==> src/rtl/scan_pkg.sv <==
// Shared types for the scanner flush protocol: collector FSM codes, scanner state codes
// and the two-way round-robin helpers.
package scan_pkg;

  typedef enum logic [1:0] {
    COL_IDLE  = 2'b00,
    COL_FLUSH = 2'b01,
    COL_ABORT = 2'b10
  } collector_state_t;

  // Scanner-side state codes; the scanner's IDLE is prefixed to avoid clashing with COL_IDLE
  typedef enum logic [2:0] {
    LOW_PWR  = 3'b000,
    STBY     = 3'b001,
    SCANNING = 3'b010,
    SCN_IDLE = 3'b011,
    FLUSHING = 3'b100
  } scanner_state_t;

  localparam logic [7:0] MEM_FULL = 8'd100;

  function automatic logic [1:0] grant_onehot(input logic src);
    return src ? 2'b10 : 2'b01;
  endfunction

  // Single request wins outright; a tie goes to the scanner the pointer favours
  function automatic logic rr_pick(input logic [1:0] req, input logic ptr);
    if (req == 2'b11) return ptr;
    return req[1];
  endfunction

endpackage

==> src/rtl/scan_collector_if.sv <==
// Scanner-side and uplink-side signals of the collector, bundled for port connection.
interface scan_collector_if #(
  parameter int unsigned DATA_W = 8
);
  logic [1:0]        rdy_flush;
  logic [7:0]        mem_used_0;
  logic [7:0]        mem_used_1;
  logic [1:0]        flush;
  logic              rx_valid;
  logic [DATA_W-1:0] rx_data;
  logic              rx_ready;
  logic              up_valid;
  logic [DATA_W:0]   up_data;
  logic              up_ready;
  logic              flush_err;
  logic [1:0]        state;

  modport master (
    output rdy_flush, mem_used_0, mem_used_1, rx_valid, rx_data, up_ready,
    input  flush, rx_ready, up_valid, up_data, flush_err, state
  );

  modport slave (
    input  rdy_flush, mem_used_0, mem_used_1, rx_valid, rx_data, up_ready,
    output flush, rx_ready, up_valid, up_data, flush_err, state
  );
endinterface

==> src/rtl/collector_fifo.sv <==
// First-word-fall-through FIFO holding tagged flush beats; async reset empties it.
module collector_fifo #(
  parameter int unsigned WIDTH = 9,
  parameter int unsigned DEPTH = 16
) (
  input  logic             clk,
  input  logic             reset,
  input  logic             push,
  input  logic [WIDTH-1:0] push_data,
  input  logic             pop,
  output logic [WIDTH-1:0] pop_data,
  output logic             full,
  output logic             empty
);
  localparam int unsigned AW    = $clog2(DEPTH);
  localparam int unsigned CNT_W = AW + 1;

  logic [WIDTH-1:0] mem [DEPTH];
  logic [AW-1:0]    wr_ptr;
  logic [AW-1:0]    rd_ptr;
  logic [CNT_W-1:0] count;
  logic             do_push;
  logic             do_pop;

  assign full     = (count == CNT_W'(DEPTH));
  assign empty    = (count == '0);
  assign do_push  = push & (~full | pop);
  assign do_pop   = pop & ~empty;
  assign pop_data = mem[rd_ptr];

  always_ff @(posedge clk) begin
    if (do_push) mem[wr_ptr] <= push_data;
  end

  // Pointers are exactly AW bits, so the increment wraps modulo DEPTH
  always_ff @(posedge clk or posedge reset) begin
    if (reset) begin
      wr_ptr <= '0;
      rd_ptr <= '0;
      count  <= '0;
    end else begin
      if (do_push) wr_ptr <= wr_ptr + 1'b1;
      if (do_pop)  rd_ptr <= rd_ptr + 1'b1;
      case ({do_push, do_pop})
        2'b10:   count <= count + 1'b1;
        2'b01:   count <= count - 1'b1;
        default: count <= count;
      endcase
    end
  end

endmodule

==> src/rtl/scan_collector.sv <==
// Flush collector: round-robin grant between two scanners, beat intake with idle timeout,
// and FWFT buffering of {src, data} towards the uplink.
module scan_collector
  import scan_pkg::*;
#(
  parameter int unsigned DATA_W     = 8,
  parameter int unsigned FIFO_DEPTH = 16,
  parameter int unsigned TIMEOUT    = 64
) (
  input logic             clk,
  input logic             reset,
  scan_collector_if.slave bus
);
  localparam int unsigned CW = $clog2(TIMEOUT + 1);
  localparam logic [CW-1:0] TMO_LAST = CW'(TIMEOUT - 1);

  collector_state_t state_q, state_nxt;
  logic             grant_src, grant_nxt;
  logic             rr_ptr, rr_nxt;
  logic [CW-1:0]    tmo_cnt, tmo_nxt;
  logic [1:0]       flush_q;
  logic             flush_err_q;

  logic             rx_ready;
  logic             push;
  logic             pop;
  logic             fifo_full;
  logic             fifo_empty;
  logic [7:0]       mem_sel;
  logic             pick;

  assign mem_sel = grant_src ? bus.mem_used_1 : bus.mem_used_0;
  assign pick    = rr_pick(bus.rdy_flush, rr_ptr);

  always_comb begin
    state_nxt = state_q;
    grant_nxt = grant_src;
    rr_nxt    = rr_ptr;
    tmo_nxt   = tmo_cnt;
    rx_ready  = 1'b0;
    push      = 1'b0;
    case (state_q)
      COL_IDLE: begin
        if (|bus.rdy_flush) begin
          grant_nxt = pick;
          rr_nxt    = ~pick;
          tmo_nxt   = '0;
          state_nxt = COL_FLUSH;
        end
      end
      COL_FLUSH: begin
        rx_ready = ~fifo_full;
        push     = bus.rx_valid & ~fifo_full;
        // Counter only advances while the collector is actually waiting on the scanner
        if (push) begin
          tmo_nxt = '0;
        end else if (rx_ready) begin
          if (tmo_cnt == TMO_LAST) state_nxt = COL_ABORT;
          else                     tmo_nxt   = tmo_cnt + 1'b1;
        end
        // An empty scanner ends the transfer normally, even on the timeout cycle
        if (mem_sel == 8'd0) state_nxt = COL_IDLE;
      end
      COL_ABORT: state_nxt = COL_IDLE;
      default:   state_nxt = COL_IDLE;
    endcase
  end

  always_ff @(posedge clk or posedge reset) begin
    if (reset) begin
      state_q     <= COL_IDLE;
      grant_src   <= 1'b0;
      rr_ptr      <= 1'b0;
      tmo_cnt     <= '0;
      flush_q     <= '0;
      flush_err_q <= 1'b0;
    end else begin
      state_q     <= state_nxt;
      grant_src   <= grant_nxt;
      rr_ptr      <= rr_nxt;
      tmo_cnt     <= tmo_nxt;
      flush_q     <= (state_nxt == COL_FLUSH) ? grant_onehot(grant_nxt) : 2'b00;
      flush_err_q <= (state_nxt == COL_ABORT);
    end
  end

  assign pop = ~fifo_empty & bus.up_ready;

  collector_fifo #(
    .WIDTH (DATA_W + 1),
    .DEPTH (FIFO_DEPTH)
  ) u_fifo (
    .clk       (clk),
    .reset     (reset),
    .push      (push),
    .push_data ({grant_src, bus.rx_data}),
    .pop       (pop),
    .pop_data  (bus.up_data),
    .full      (fifo_full),
    .empty     (fifo_empty)
  );

  assign bus.flush     = flush_q;
  assign bus.flush_err = flush_err_q;
  assign bus.rx_ready  = rx_ready;
  assign bus.up_valid  = ~fifo_empty;
  assign bus.state     = state_q;

endmodule

==> src/flat_wrapper.sv <==
// flat-port wrapper written by rule: the top's interface ports become plain ports
module scan_collector_flat import scan_pkg::*;
#(
  parameter int unsigned DATA_W     = 8,
  parameter int unsigned FIFO_DEPTH = 16,
  parameter int unsigned TIMEOUT    = 64
)
  (clk, reset, bus_rdy_flush, bus_mem_used_0, bus_mem_used_1, bus_rx_valid, bus_rx_data, bus_up_ready, bus_flush, bus_rx_ready, bus_up_valid, bus_up_data, bus_flush_err, bus_state);
  scan_collector_if #(.DATA_W(DATA_W)) bus_i ();
  input logic clk;
  input logic reset;
  input wire logic [$bits(bus_i.rdy_flush)-1:0] bus_rdy_flush;
  input wire logic [$bits(bus_i.mem_used_0)-1:0] bus_mem_used_0;
  input wire logic [$bits(bus_i.mem_used_1)-1:0] bus_mem_used_1;
  input wire logic [$bits(bus_i.rx_valid)-1:0] bus_rx_valid;
  input wire logic [$bits(bus_i.rx_data)-1:0] bus_rx_data;
  input wire logic [$bits(bus_i.up_ready)-1:0] bus_up_ready;
  output wire logic [$bits(bus_i.flush)-1:0] bus_flush;
  output wire logic [$bits(bus_i.rx_ready)-1:0] bus_rx_ready;
  output wire logic [$bits(bus_i.up_valid)-1:0] bus_up_valid;
  output wire logic [$bits(bus_i.up_data)-1:0] bus_up_data;
  output wire logic [$bits(bus_i.flush_err)-1:0] bus_flush_err;
  output wire logic [$bits(bus_i.state)-1:0] bus_state;
  assign bus_i.rdy_flush = bus_rdy_flush;
  assign bus_i.mem_used_0 = bus_mem_used_0;
  assign bus_i.mem_used_1 = bus_mem_used_1;
  assign bus_i.rx_valid = bus_rx_valid;
  assign bus_i.rx_data = bus_rx_data;
  assign bus_i.up_ready = bus_up_ready;
  assign bus_flush = bus_i.flush;
  assign bus_rx_ready = bus_i.rx_ready;
  assign bus_up_valid = bus_i.up_valid;
  assign bus_up_data = bus_i.up_data;
  assign bus_flush_err = bus_i.flush_err;
  assign bus_state = bus_i.state;
  scan_collector #(.DATA_W(DATA_W), .FIFO_DEPTH(FIFO_DEPTH), .TIMEOUT(TIMEOUT)) u_core (.clk(clk), .reset(reset), .bus(bus_i));
endmodule
==> config.mk <==
export PLATFORM = sky130hd
export DESIGN_NAME = scan_collector_flat
export DESIGN_NICKNAME = d
export VERILOG_FILES = /design/src/rtl/scan_pkg.sv /design/src/rtl/scan_collector_if.sv /design/src/rtl/collector_fifo.sv /design/src/rtl/scan_collector.sv /design/src/flat_wrapper.sv
export SDC_FILE = /design/constraint.sdc
export NUM_CORES = 1
export LEC_CHECK = 0
export CORE_AREA = 2 2 157 159
export DETAILED_ROUTE_END_ITERATION = 7
export DIE_AREA = 0 0 159 161
export PLACE_DENSITY = 0.42
export SLEW_MARGIN = 20
export SYNTH_ARGS = -nofsm -noshare
export SYNTH_HDL_FRONTEND = slang
export SYNTH_SLANG_ARGS = --single-unit
==> constraint.sdc <==
create_clock -name clk -period 6.45 [get_ports clk]
set_clock_uncertainty 0.2 [all_clocks]
set_input_delay 0.9675 -clock clk [delete_from_list [all_inputs] [get_ports clk]]
set_output_delay 0.9675 -clock clk [all_outputs]
set_load 0.03 [all_outputs]
**Word level (Yosys, flattened, before mapping)**

Memory sizes are Yosys's and may differ from the RTL's.
Index checks and enable logic that the tools add are counted.

- $add $sub $neg: 5
- Multiply operators: 0
- Div/mod/pow operators: 0
- Order comparisons: 0
- Eq/ne operators: 11
- Shift operators: 0
- Muxes and demuxes: 24
- Bitwise gates (word level): 8
- Reductions and logical operators: 8

Operator list:

| kind | number |
|---|---|
| two-way mux 7 bit | 4 |
| two-way mux 2 bit | 7 |
| one-hot mux 7 bit (2 select lines) | 1 |
| one-hot mux 5 bit (2 select lines) | 1 |
| two-way mux 1 bit | 9 |
| adder 4 x 1 -> 4 bit, second input constant | 2 |
| logical NOT 8 bit | 1 |
| two-way mux 8 bit | 1 |
| adder 7 x 1 -> 7 bit, second input constant | 1 |
| == test 7 x 6 -> 1 bit, second input constant | 1 |
| == test 2 x 1 -> 1 bit, second input constant | 3 |
| == test 2 bit, second input constant | 3 |
| adder 5 x 1 -> 5 bit, second input constant | 1 |
| == test 5 bit, second input constant | 1 |
| logical NOT 5 bit | 1 |
| subtractor 5 x 1 -> 5 bit, second input constant | 1 |
| bitwise AND 1 bit | 4 |
| one-hot mux 2 bit (2 select lines) | 1 |
| AND reduction 4 bit | 1 |
| nonzero test 2 bit | 2 |
| inequality test 3 x 2 -> 1 bit, second input constant | 1 |
| inequality test 3 bit, second input constant | 1 |
| inverter 1 bit | 3 |
| logical NOT 2 bit | 1 |
| 4 further kinds | 4 |

- Register bits after elaboration: 27
- Latch bits: 0
- Bits in writable memories: 144
- Memory bits (read-only): 0
- Memories kept: 1

Memory list:

| name | depth | width | read ports | clocked after memory_dff | wr ports | RTL line | source |
|---|---|---|---|---|---|---|---|
| u_core.u_fifo.mem | 16 | 9 | 1 | 0 | 1 | collector_fifo.sv:18 | `logic [WIDTH-1:0] mem [DEPTH];` |

**Longest topological paths before layout**

Gate-level depths: netlist (run 1).

- Word-level depth: 8
- Mapped depth: 12
- Depth with buffers taken out: 10

**Modules after synthesis**

A second synthesis (run 1) with hierarchy kept.

- Cells, all modules: 433
- Area, all modules: 7,169.4 um^2

By module, submodules not included:

| module | times used | cells an instance | area an instance (um^2) | seq. area each (um^2) |
|---|---|---|---|---|
| collector_fifo | 1 | 357 | 6,434.9 | 4,649.5 |
| scan_collector | 1 | 76 | 734.5 | 350.3 |

**Worst setup path after synthesis (run 1)**

No wires, ideal clock.

- Kind: in2reg
- Start point: input port bus_rx_valid
- End point: register u_core.u_fifo.count[4]
- Data arrival time: 2.749 ns
- Required time: 6.123 ns
- Slack: 3.375 ns
- Stages on the path: 11
- Buffers on the path: 1
- Cells stage by stage: inv_1 a211oi_2 inv_1 ha_1 clkbuf_1 xor2_1 ha_1 and3b_1 o21ai_0 a31oi_1 xnor2_1

- Longest elaborated chain between the ends: 5
- Elaborated cells on any way between the ends: 7

Ends and longest elaborated chain:

| element | RTL line | source |
|---|---|---|
| from (decl) | flat_wrapper.sv:15 | `input wire logic [$bits(bus_i.rx_valid)-1:0] bus_rx_valid;` |
| bitwise AND 1 bit * | scan_collector.sv:53 | `push = bus.rx_valid & ~fifo_full;` |
| two-way mux 1 bit * | scan_collector.sv:42 | `case (state_q)` |
| bitwise AND 1 bit * | collector_fifo.sv:27 | `assign do_push = push & (~full \| pop);` |
| == test 2 x 1 -> 1 bit or == test 2 bit (tied branches) | collector_fifo.sv:44 | `case ({do_push, do_pop})` |
| one-hot mux 5 bit (2 select lines) or nonzero test 2 bit (tied branches) | n/a |  |
| to (signal assigned) | collector_fifo.sv:45 | `2'b10: count <= count + 1'b1;` |
| to (signal assigned) | collector_fifo.sv:46 | `2'b01: count <= count - 1'b1;` |
| to (signal assigned) | collector_fifo.sv:47 | `default: count <= count;` |
| to (decl) | collector_fifo.sv:21 | `logic [CNT_W-1:0] count;` |

Every way passes the cells marked *; elsewhere a longest branch is shown, timed or not.
A chain may end at the register's enable or synchronous reset.

**Worst setup path after layout (run 1)**

- Start point: register u_core.u_fifo.rd_ptr[0]
- End point: output port bus_up_data[6]

- Longest elaborated chain between the ends: 1

Ends and longest elaborated chain:

| element | RTL line | source |
|---|---|---|
| from (decl) | collector_fifo.sv:20 | `logic [AW-1:0] rd_ptr;` |
| from (signal assigned) | collector_fifo.sv:43 | `if (do_pop) rd_ptr <= rd_ptr + 1'b1;` |
| memory (16 x 9 bit) | n/a |  |
| to (decl) | flat_wrapper.sv:21 | `output wire logic [$bits(bus_i.up_data)-1:0] bus_up_data;` |

No other way between the ends.

==> results.toml, run 1 <==
[route]
routed_wl_um = 16000
drtIter0Drc = 233
viasPerCell = 4.74
drt_pre_antenna_iters = 4
num_vias = 3685
drc = 0
wl_per_cell_um = 20.6
ant_nets = 0

[clock_tree]
cts-buffers-inserted = 17
clkTransAtPathRegs_ns = 0.07
clkSinkCount = 171
post-cts-setup-buffer-count = 0
hold_buffers = 0
cts_root_buf = "clkbuf_16"
htree_levels = 4
cts.repair.resized = 0
cts_tree = "done"
cts_buffer_depth = 2
clk_latency_ns = 0.42

[worst_setup_path]
crit_path_end_kind = "primary output"
startpoint_type = "flip-flop"
crit_type = "flip-flop to primary output"
worst-r2r-cell-count = 10
worstReg2RegEnd = "u_core.u_fifo.count[4]$_DFFE_PP0P_"
required_ns = 5.28
crit_fanout = 25
rrSetupSlack_ns = 3.36
cp.arrival_ns = 3.51
r2r_start = "u_core.bus.state[1]$_DFF_PP0_"
worstSetupStartpoint = "u_core.u_fifo.rd_ptr[0]$_DFFE_PP0P_"

[synthesis]
yosysTopAreaCell = "edfxtp_1"
syn_area_per_cell_um2 = 18.9
synthMostInstantiatedCell = "edfxtp_1"
yosysUniqueCellTypes = 49
ys_top_cells_by_count = "edfxtp_1, mux4_2, dfrtp_1"
synth_edf_count = 144
ys_ff_latch = 171
async_flop_share_pct = 15.8
syn_inst = 374
synth_nets = 413
synthFlopType = "edfxtp_1"
yosys_warnings = 0
yosys.area.top_type_share_pct = 61.2
synth.area.top_cells = "edfxtp_1, mux4_2, dfrtp_1"
yosysSeqAreaShare_pct = 70.8
syn-cell-area_mm2 = 0.00706

[timing]
period_needed_ns = 4.68
rsz0062_at_grt = "no"
slew_violations = 0
post-route-period-util_pct = 72.5
worst_slack_ns = 1.77
setup_viol = 0
max_slew_margin_pct = 39.3
tightest_slew_ns = 0.910
setup_tns_ns = 0
finalHoldViolCount = 0
fmax_mhz = 214
whs_ns = 0.267

[power]
internal_power_mw = 2.52
combinationalPowerShare_pct = 30.4
p_seq_share_pct = 42.6
swShare_pct = 32.7
clock_power_share_pct = 27.0
ir_drop_v = 0.000219
powerDensity_mw_per_mm2 = 438
p_leak_nw = 2.84
power_switching_mw = 1.23

[cells_and_area]
nets = 481
final_cells = 778
num_antenna_cells = 0
drive_above_1_share_pct = 22.0
synthToLayoutAreaGrowth_pct = 21.3
multi_input_area_mm2 = 0.00194
regArea_mm2 = 0.00500
n_fill_cell = 2305

[grt]
grt_max_degree = 28
grt_pass1_wl_um = 24200
busiest_layer = "met2"
antenna_found_initial = 0
gr-usage-met1_pct = 17.6
grt_pass1_vias = 3857
track_usage_pct = 13.1
grtUsageMet2_pct = 21.1
grtUsageMet3_pct = 3.72
overflow = 0

[die]
fp.dieW_um = 159
die_area_mm2 = 0.0256
core_area_mm2 = 0.0240
num_io_pins = 46
start_util_pct = 29.5
die-height_um = 161
rows = 57

[placed_design]
port_buffers = 45
dp_cells = 747
gp_congestion = 0.732
pre_cts_slack_ns = 2.12
dpl.hpwl_um = 10200

[min_path]
hold_start = "u_core.rr_ptr$_DFFE_PP0P_"
holdPathEnd = "u_core.rr_ptr$_DFFE_PP0P_"
min_path_cells = 1
holdCritPathClass = "flip-flop to flip-flop"

[flow_run]
maxCapViolCount = 0

[outcome]
outcome = "completed"
worst max path at each step:
| stage | end | slack (ns) | cells after the start |
|---|---|---|---|
| 2_1_floorplan | u_core.u_fifo.count[4]$_DFFE_PP0P_ | 3.37 | 11 |
| 3_3_place_gp | bus_up_data[0] | 2.15 | 4 |
| 3_5_place_dp | bus_up_data[0] | 2.12 | 4 |
| 4_1_cts | bus_up_data[0] | 1.66 | 4 |
| 5_1_grt | bus_up_data[0] | 1.54 | 4 |
| 6_report | bus_up_data[6] | 1.77 | 4 |
final cells by class:
type | instances | share of cell area [%]
tap | 324 | 4.73
clock buffer | 17 | 4.97
sequential | 171 | 58.4
timing repair buffer | 64 | 6.92
multi-input combinational | 177 | 22.6
clock inverter | 14 | 1.90
inverter | 11 | 0.482
flip-flops by register name, summed over array words and instances (netlist names):
register	count
u_core.bus.flush	2
u_core.u_fifo.rd_ptr	4
u_core.tmo_cnt	7
u_core.rr_ptr	1
u_core.u_fifo.wr_ptr	4
u_core.bus.state	2
u_core.grant_src	1
u_core.u_fifo.count	5
u_core.u_fifo.mem	144
u_core.bus.flush_err	1
power by group through the flow:
stage	Sequential [mW]	Clock (mW)	Combinational [mW]
2_1_floorplan	1.47	0	0.902
3_3_place_gp	1.62	0	1.15
5_1_grt	1.63	1.10	1.23
3_5_place_dp	1.63	0	1.16
6_report	1.60	1.01	1.14
4_1_cts	1.61	1.05	1.17
placed cells by master, fill, tap and decap left out, drive strengths merged, types with 9 or more instances in the layout:
cell           synthesis  routed
nand2                 16      16
buf                   11      19
edfxtp               144     144
dfrtp                 27      27
clkdlybuf4s50          0      45
clkbuf                 4      17
nor3                   9       9
ha                     9       9
inv                   11      16
o21ai                  9       9
mux4                  45      45
nor2                  18      18
layer usage:
metal	routed length [um]	vias up
li1	-	1657
met1	7470	1927
met2	7640	90
met3	667	11
met4	222	0
met5	0	-
critical path: stages, from the launching register on:
cell and delay (ns):
dfrtp_2 0.95, buf_4 0.43, mux4_1 0.60, mux4_2 0.48, clkdlybuf4s50_1 0.61
per-stage QoR:
step	power (mW)	cell area [um^2]	utilization (%)
6_report	3.75	8570	35.8
5_1_grt	3.96	8570	35.8
4_1_cts	3.82	8570	35.8
3_5_place_dp	2.79	7980	33.3
3_3_place_gp	2.78	7980	33.3
2_1_floorplan	2.37	7060	-
cell families (layout without fill, tap and decap cells):
logic type               count (synthesis)  in the layout  synth area share, %
flip-flops                             171            171                 70.8
AND/OR/NAND/NOR                         72             72                 5.37
multiplexers                            48             48                 15.2
AO/OA/AOI/OAI                           36             36                 3.47
buffers and inverters                   26            106                 2.02
XOR/XNOR                                12             12                 1.49
adder cells (fa/ha/maj)                  9              9                 1.59
(Power assumes the default switching activity.)
==> run 2: changes to the inputs <==
Settings changed: PLACE_DENSITY 0.42 to 0.43.
Clock period 6.45 ns to 3.79 ns, I/O delays scaled along.
==> run 2 against run 1 <==
Net effect:
- cell count increased by 1.5%
- power increased by 71%
- register-to-register slack got worse by 2.4 ns
- clock power increased by 66%
- sequential share of layout area decreased by 0.63 points
- routed wire length increased by 1.4%
- largest cell class unchanged
==> results.toml, run 2 (synthesis results as in run 1) <==
[min_path]
holdPathEnd = "u_core.rr_ptr$_DFFE_PP0P_"
holdCritPathClass = "flip-flop to flip-flop"
hold_start = "u_core.rr_ptr$_DFFE_PP0P_"
min_path_cells = 1

[power]
ir_drop_v = 0.000338
fin_total_pwr_mw = 6.41
internal_power_mw = 4.25
combinationalPowerShare_pct = 33.7
swShare_pct = 33.8
p_leak_nw = 2.90
clock_power_share_pct = 26.2
power_switching_mw = 2.17
powerDensity_mw_per_mm2 = 741
p_seq_share_pct = 40.2

[cells_and_area]
final_cell_area_mm2 = 0.00866
top_regs = "u_core.u_fifo.mem: 144 flops, u_core.tmo_cnt: 7 flops, u_core.u_fifo.count: 5 flops"
top_register = "u_core.u_fifo.mem"
largest_reg_flops = 144
nets = 492
drive_above_1_share_pct = 23.8
final_common_cell = "edfxtp_1"
mostFrequentLayoutCells = "edfxtp_1, clkdlybuf4s50_1, mux4_2"
final_cells = 790
synthToLayoutAreaGrowth_pct = 22.7
num_antenna_cells = 0

[route]
highest_layer = "met4"
ant_nets = 0
drtIter0Drc = 241
routed_wl_um = 16200
wl_per_cell_um = 20.5
viasPerCell = 4.74
wl_met3_um = 516
num_vias = 3743
met2_length_um = 8190
drt_pre_antenna_iters = 4
drc = 0
drt-met1-wl_um = 7320

[clock_tree]
cts_tree = "done"
cts-buffers-inserted = 17
clk_latency_ns = 0.43
cts_buffer_depth = 2
post-cts-setup-buffer-count = 0
clkSinkCount = 171
htree_levels = 4
hold_buffers = 0
clkTransAtPathRegs_ns = 0.07
cts_root_buf = "clkbuf_16"
cts.repair.resized = 0

[worst_setup_path]
rrSetupSlack_ns = 1.00
worstReg2RegEnd = "u_core.u_fifo.count[4]$_DFFE_PP0P_"
cp.depth = 4
required_ns = 3.02
crit_type = "flip-flop to primary output"
startpoint_type = "flip-flop"
crit_slowest_cell = "clkdlybuf4s50_1"
crit_path_end_kind = "primary output"
cpPeakStageDelay_ns = 0.63
path_buf_inv = 2
r2r_start = "u_core.u_fifo.count[1]$_DFFE_PP0P_"
cp.arrival_ns = 2.86
worst-r2r-cell-count = 10
critPathTopFamily = "multiplexers"
crit_fanout = 32
path_cells = "buf_12, mux4_1, mux4_2, clkdlybuf4s50_1"

[grt]
grt_pass1_vias = 4097
track_usage_pct = 13.7
grt_pass1_wl_um = 25600
antenna_found_initial = 0
grt_max_degree = 40
overflow = 0

[placed_design]
dp_cells = 758
port_buffers = 45
pre_cts_slack_ns = 0.608
gp_congestion = 0.738
dpl.hpwl_um = 10600
placed_cell_area_mm2 = 0.00809

[timing]
fmax_mhz = 276
max_slew_margin_pct = 46.2
finalHoldViolCount = 0
worst_slack_ns = 0.166
rsz0062_at_grt = "no"
post-route-period-util_pct = 95.6
tightest_slew_ns = 0.806
setup_tns_ns = 0
period_needed_ns = 3.62
slew_violations = 0
setup_viol = 0

[die]
core_area_mm2 = 0.0240
die-height_um = 161
num_io_pins = 46
die_area_mm2 = 0.0256
fp.dieW_um = 159
start_util_pct = 29.5
rows = 57

[flow_run]
maxCapViolCount = 0

[outcome]
outcome = "completed"
[run 2: cell types whose count changed in the layout (fill, tap and decap cells not counted)]
cell and delta:
buf_12 +2, clkinv_4 -2, buf_4 +9, bufinv_16 -2
inv_8 +2, inv_2 -1, inv_6 +1, clkinv_8 +2
inv_1 +1
[run 2: how the worst max path moves through the flow]
stage                                                     to                                 from
after floorplan           u_core.u_fifo.count[4]$_DFFE_PP0P_        u_core.bus.state[1]$_DFF_PP0_
after global placement                        bus_up_data[0]  u_core.u_fifo.rd_ptr[0]$_DFFE_PP0P_
after detailed placement                      bus_up_data[0]  u_core.u_fifo.rd_ptr[0]$_DFFE_PP0P_
after CTS                                     bus_up_data[2]  u_core.u_fifo.rd_ptr[0]$_DFFE_PP0P_
after global routing                          bus_up_data[2]  u_core.u_fifo.rd_ptr[0]$_DFFE_PP0P_
final                                         bus_up_data[2]  u_core.u_fifo.rd_ptr[0]$_DFFE_PP0P_
[run 2: through the flow]
| step | hold WS [ns] | util (%) |
|---|---|---|
| floorplan | 0.240 | - |
| CTS | 0.285 | 36.1 |
| global placement | 0.254 | 33.7 |
| finish | 0.279 | 36.1 |
| detailed placement | 0.276 | 33.7 |
| global route | 0.299 | 36.1 |
[run 2: routing by layer]
metal  global-route usage, %  vias up
li1                        -     1669
met1                    18.0     1985
met2                    22.6       79
met3                    3.47       10
met4                    4.38        0
met5                       0        -
[run 2: area by class of cell]
class,count,area [um^2]
inverters,11,41.3
well taps,324,405
multi-input cells,177,1940
clock inverters,15,149
flip-flops and latches,171,5000
clock buffers,17,425
repair buffers,75,701
fillers,2265,15300
[run 2: power groups by stage]
stage	clock network (mW)	logic (mW)	registers, mW
after detailed placement	0	2.22	2.63
final	1.68	2.16	2.58
after global placement	0	2.21	2.61
after CTS	1.73	2.23	2.58
after global routing	1.82	2.34	2.62
after floorplan	0	1.53	2.50
==> run 3: changes to the inputs <==
Settings changed: CAP_MARGIN set to 30, CORE_AREA 2 2 157 159 to 2 2 137 139, DIE_AREA 0 0 159 161 to 0 0 139 141, PLACE_DENSITY 0.43 to 0.55, SYNTH_HIERARCHICAL set to 1.
==> run 3 against run 2 <==
Net effect:
- clock power barely moved
- sequential cell count did not move
- via count rose by 4.5%
- area after synthesis rose by 1.5%
- sequential share of layout area rose by 1.7 points
- register-to-register slack got worse by 0.54 ns
- cell count fell by 7.5%
- hold slack improved by 0.012 ns
- fmax rose by 0.24%
- design area fell by 2.8%
- count of clock-buffer cells in the layout rose by 3
- critical path depth rose by 1
==> results.toml, run 3 <==
[outcome]
outcome = "completed"

[timing]
whs_ns = 0.292
max_slew_margin_pct = 42.6
setup_viol = 0
finalHoldViolCount = 0
rsz0062_at_grt = "no"
post-route-period-util_pct = 95.4
setup_tns_ns = 0
period_needed_ns = 3.62
fmax_mhz = 277
tightest_slew_ns = 0.861
slew_violations = 0

[route]
wl_per_cell_um = 20.3
ant_nets = 0
drc = 0
drt_pre_antenna_iters = 5
drtIter0Drc = 287
routed_wl_um = 14800
viasPerCell = 5.35
num_vias = 3912

[grt]
track_usage_pct = 16.0
grt_pass1_wl_um = 23200
antenna_found_initial = 0
overflow = 0
grt_max_degree = 58
grt_pass1_vias = 3934

[synthesis]
yosysUniqueCellTypes = 51
yosysSeqAreaShare_pct = 69.7
synthFlopType = "edfxtp_1"
synth_nets = 474
ys_top_cells_by_count = "edfxtp_1, mux2i_1, dfrtp_1"
synth.area.top_cells = "edfxtp_1, dfrtp_1, mux4_2"
synthMostInstantiatedCell = "edfxtp_1"
syn_area_per_cell_um2 = 16.6
async_flop_share_pct = 15.8
syn_inst = 433
ys_ff_latch = 171
synth_edf_count = 144
yosys.area.top_type_share_pct = 60.3
yosysTopAreaCell = "edfxtp_1"
syn-cell-area_mm2 = 0.00717
yosys_warnings = 6

[cells_and_area]
multi_input_area_mm2 = 0.00200
num_antenna_cells = 0
nets = 525
drive_above_1_share_pct = 14.5
top_regs = "u_core/u_fifo/mem: 144 flops, u_core/tmo_cnt: 7 flops, u_core/u_fifo/count: 5 flops"
finalCoreUtilization_pct = 46.1
largest_reg_flops = 144
mostFrequentLayoutCells = "edfxtp_1, clkdlybuf4s50_1, mux2i_1"
regArea_mm2 = 0.00500
n_fill_cell = 1583
synthToLayoutAreaGrowth_pct = 17.4
top_register = "u_core/u_fifo/mem"
final_common_cell = "edfxtp_1"

[clock_tree]
cts_tree = "done"
cts_root_buf = "clkbuf_16"
cts_buffer_depth = 2
cts-buffers-inserted = 17
clkTransAtPathRegs_ns = 0.06
clkSinkCount = 171
cts.repair.resized = 0
hold_buffers = 0
post-cts-setup-buffer-count = 0
clk_latency_ns = 0.42
htree_levels = 4

[min_path]
holdPathEnd = "u_core/tmo_cnt[5]$_DFFE_PP0P_"
holdCritPathClass = "flip-flop to flip-flop"
min_path_cells = 1
hold_start = "u_core/tmo_cnt[5]$_DFFE_PP0P_"

[worst_setup_path]
required_ns = 3.02
startpoint_type = "flip-flop"
cp.arrival_ns = 2.85
r2r_start = "u_core/u_fifo/count[0]$_DFFE_PP0P_"
rrSetupSlack_ns = 0.46
worst-r2r-cell-count = 14
worstReg2RegEnd = "u_core/u_fifo/count[4]$_DFFE_PP0P_"
crit_fanout = 13
crit_path_end_kind = "primary output"
crit_type = "flip-flop to primary output"

[placed_design]
gp_congestion = 0.781
port_buffers = 45
dpl.hpwl_um = 9190

[die]
fp.dieW_um = 139
die_area_mm2 = 0.0196
core_area_mm2 = 0.0183
die-height_um = 141
rows = 50
num_io_pins = 46
start_util_pct = 39.2

[power]
ir_drop_v = 0.000371
p_leak_nw = 2.92
powerDensity_mw_per_mm2 = 778

[flow_run]
maxCapViolCount = 0
run 3: cell types whose count changed after synthesis, moves of 6 or more:
cell      previous run  this run
a22oi_1              1         9
and2_1               1        18
nor2_1              18         6
mux4_1               8         0
mux2i_1              1        29
nor3_1               9         3
a221oi_2             0         6
o21ai_0              5        25
mux2_2               2         9
mux4_2              37        18
a21oi_1              6        16
run 3: cells by family after synthesis:
logic type / after synthesis / synth area share (%)
multiplexers: 57 / 11.3
adder cells (fa/ha/maj): 11 / 2.02
flip-flops: 171 / 69.7
AND/OR/NAND/NOR: 76 / 6.07
AO/OA/AOI/OAI: 76 / 7.24
buffers and inverters: 32 / 2.43
XOR/XNOR: 10 / 1.22
run 3: cell type report:
| cell class | count | area share (%) |
|---|---|---|
| sequential | 171 | 59.4 |
| multi-input combinational | 230 | 23.7 |
| timing repair buffer | 49 | 5.86 |
| clock buffer | 20 | 5.19 |
| tap | 234 | 3.48 |
| clock inverter | 12 | 1.65 |
| inverter | 15 | 0.669 |
run 3: metrics by stage:
step	cell area, um^2	power, mW	instances	worst slack (ns)
after global routing	8410	6.90	731	0.0333
after CTS	8410	6.62	731	0.150
final	8410	6.54	731	0.174
after global placement	7840	4.89	699	0.449
after floorplan	7170	4.18	433	0.171
after detailed placement	7840	4.92	699	0.401
run 3: worst max-delay path, cell delays in order, from the launching register on:
cell and delay [ns]:
dfrtp_1 0.64, and2_1 0.66, a221oi_1 0.21, o21ai_0 0.22, nand2_1 0.10, clkdlybuf4s50_1 0.60
run 3: how the worst max path moves through the flow:
stage	from	to	slack, ns
after floorplan	u_core/bus.state[0]$_DFF_PP0_	u_core/u_fifo/count[4]$_DFFE_PP0P_	0.17
after global placement	bus_rx_valid	u_core/u_fifo/count[4]$_DFFE_PP0P_	0.45
after detailed placement	bus_rx_valid	u_core/u_fifo/count[4]$_DFFE_PP0P_	0.40
after CTS	u_core/u_fifo/rd_ptr[2]$_DFFE_PP0P_	bus_up_data[7]	0.15
after global routing	u_core/u_fifo/rd_ptr[2]$_DFFE_PP0P_	bus_up_data[7]	0.03
final	u_core/u_fifo/rd_ptr[2]$_DFFE_PP0P_	bus_up_data[7]	0.17
run 3: routing by layer:
metal,up-vias,part of all wire (%),global-route usage (%)
met2,109,48,25.6
li1,1790,-,-
met5,-,0,0
met4,0,1.8,6.17
met1,1994,46,21.9
met3,19,4.4,3.23
run 3: report_power, final:
group | internal (mW) | total, mW | switching, mW
Clock | 0.979 | 1.69 | 0.707
Sequential | 2.34 | 2.57 | 0.224
Combinational | 0.972 | 2.29 | 1.32
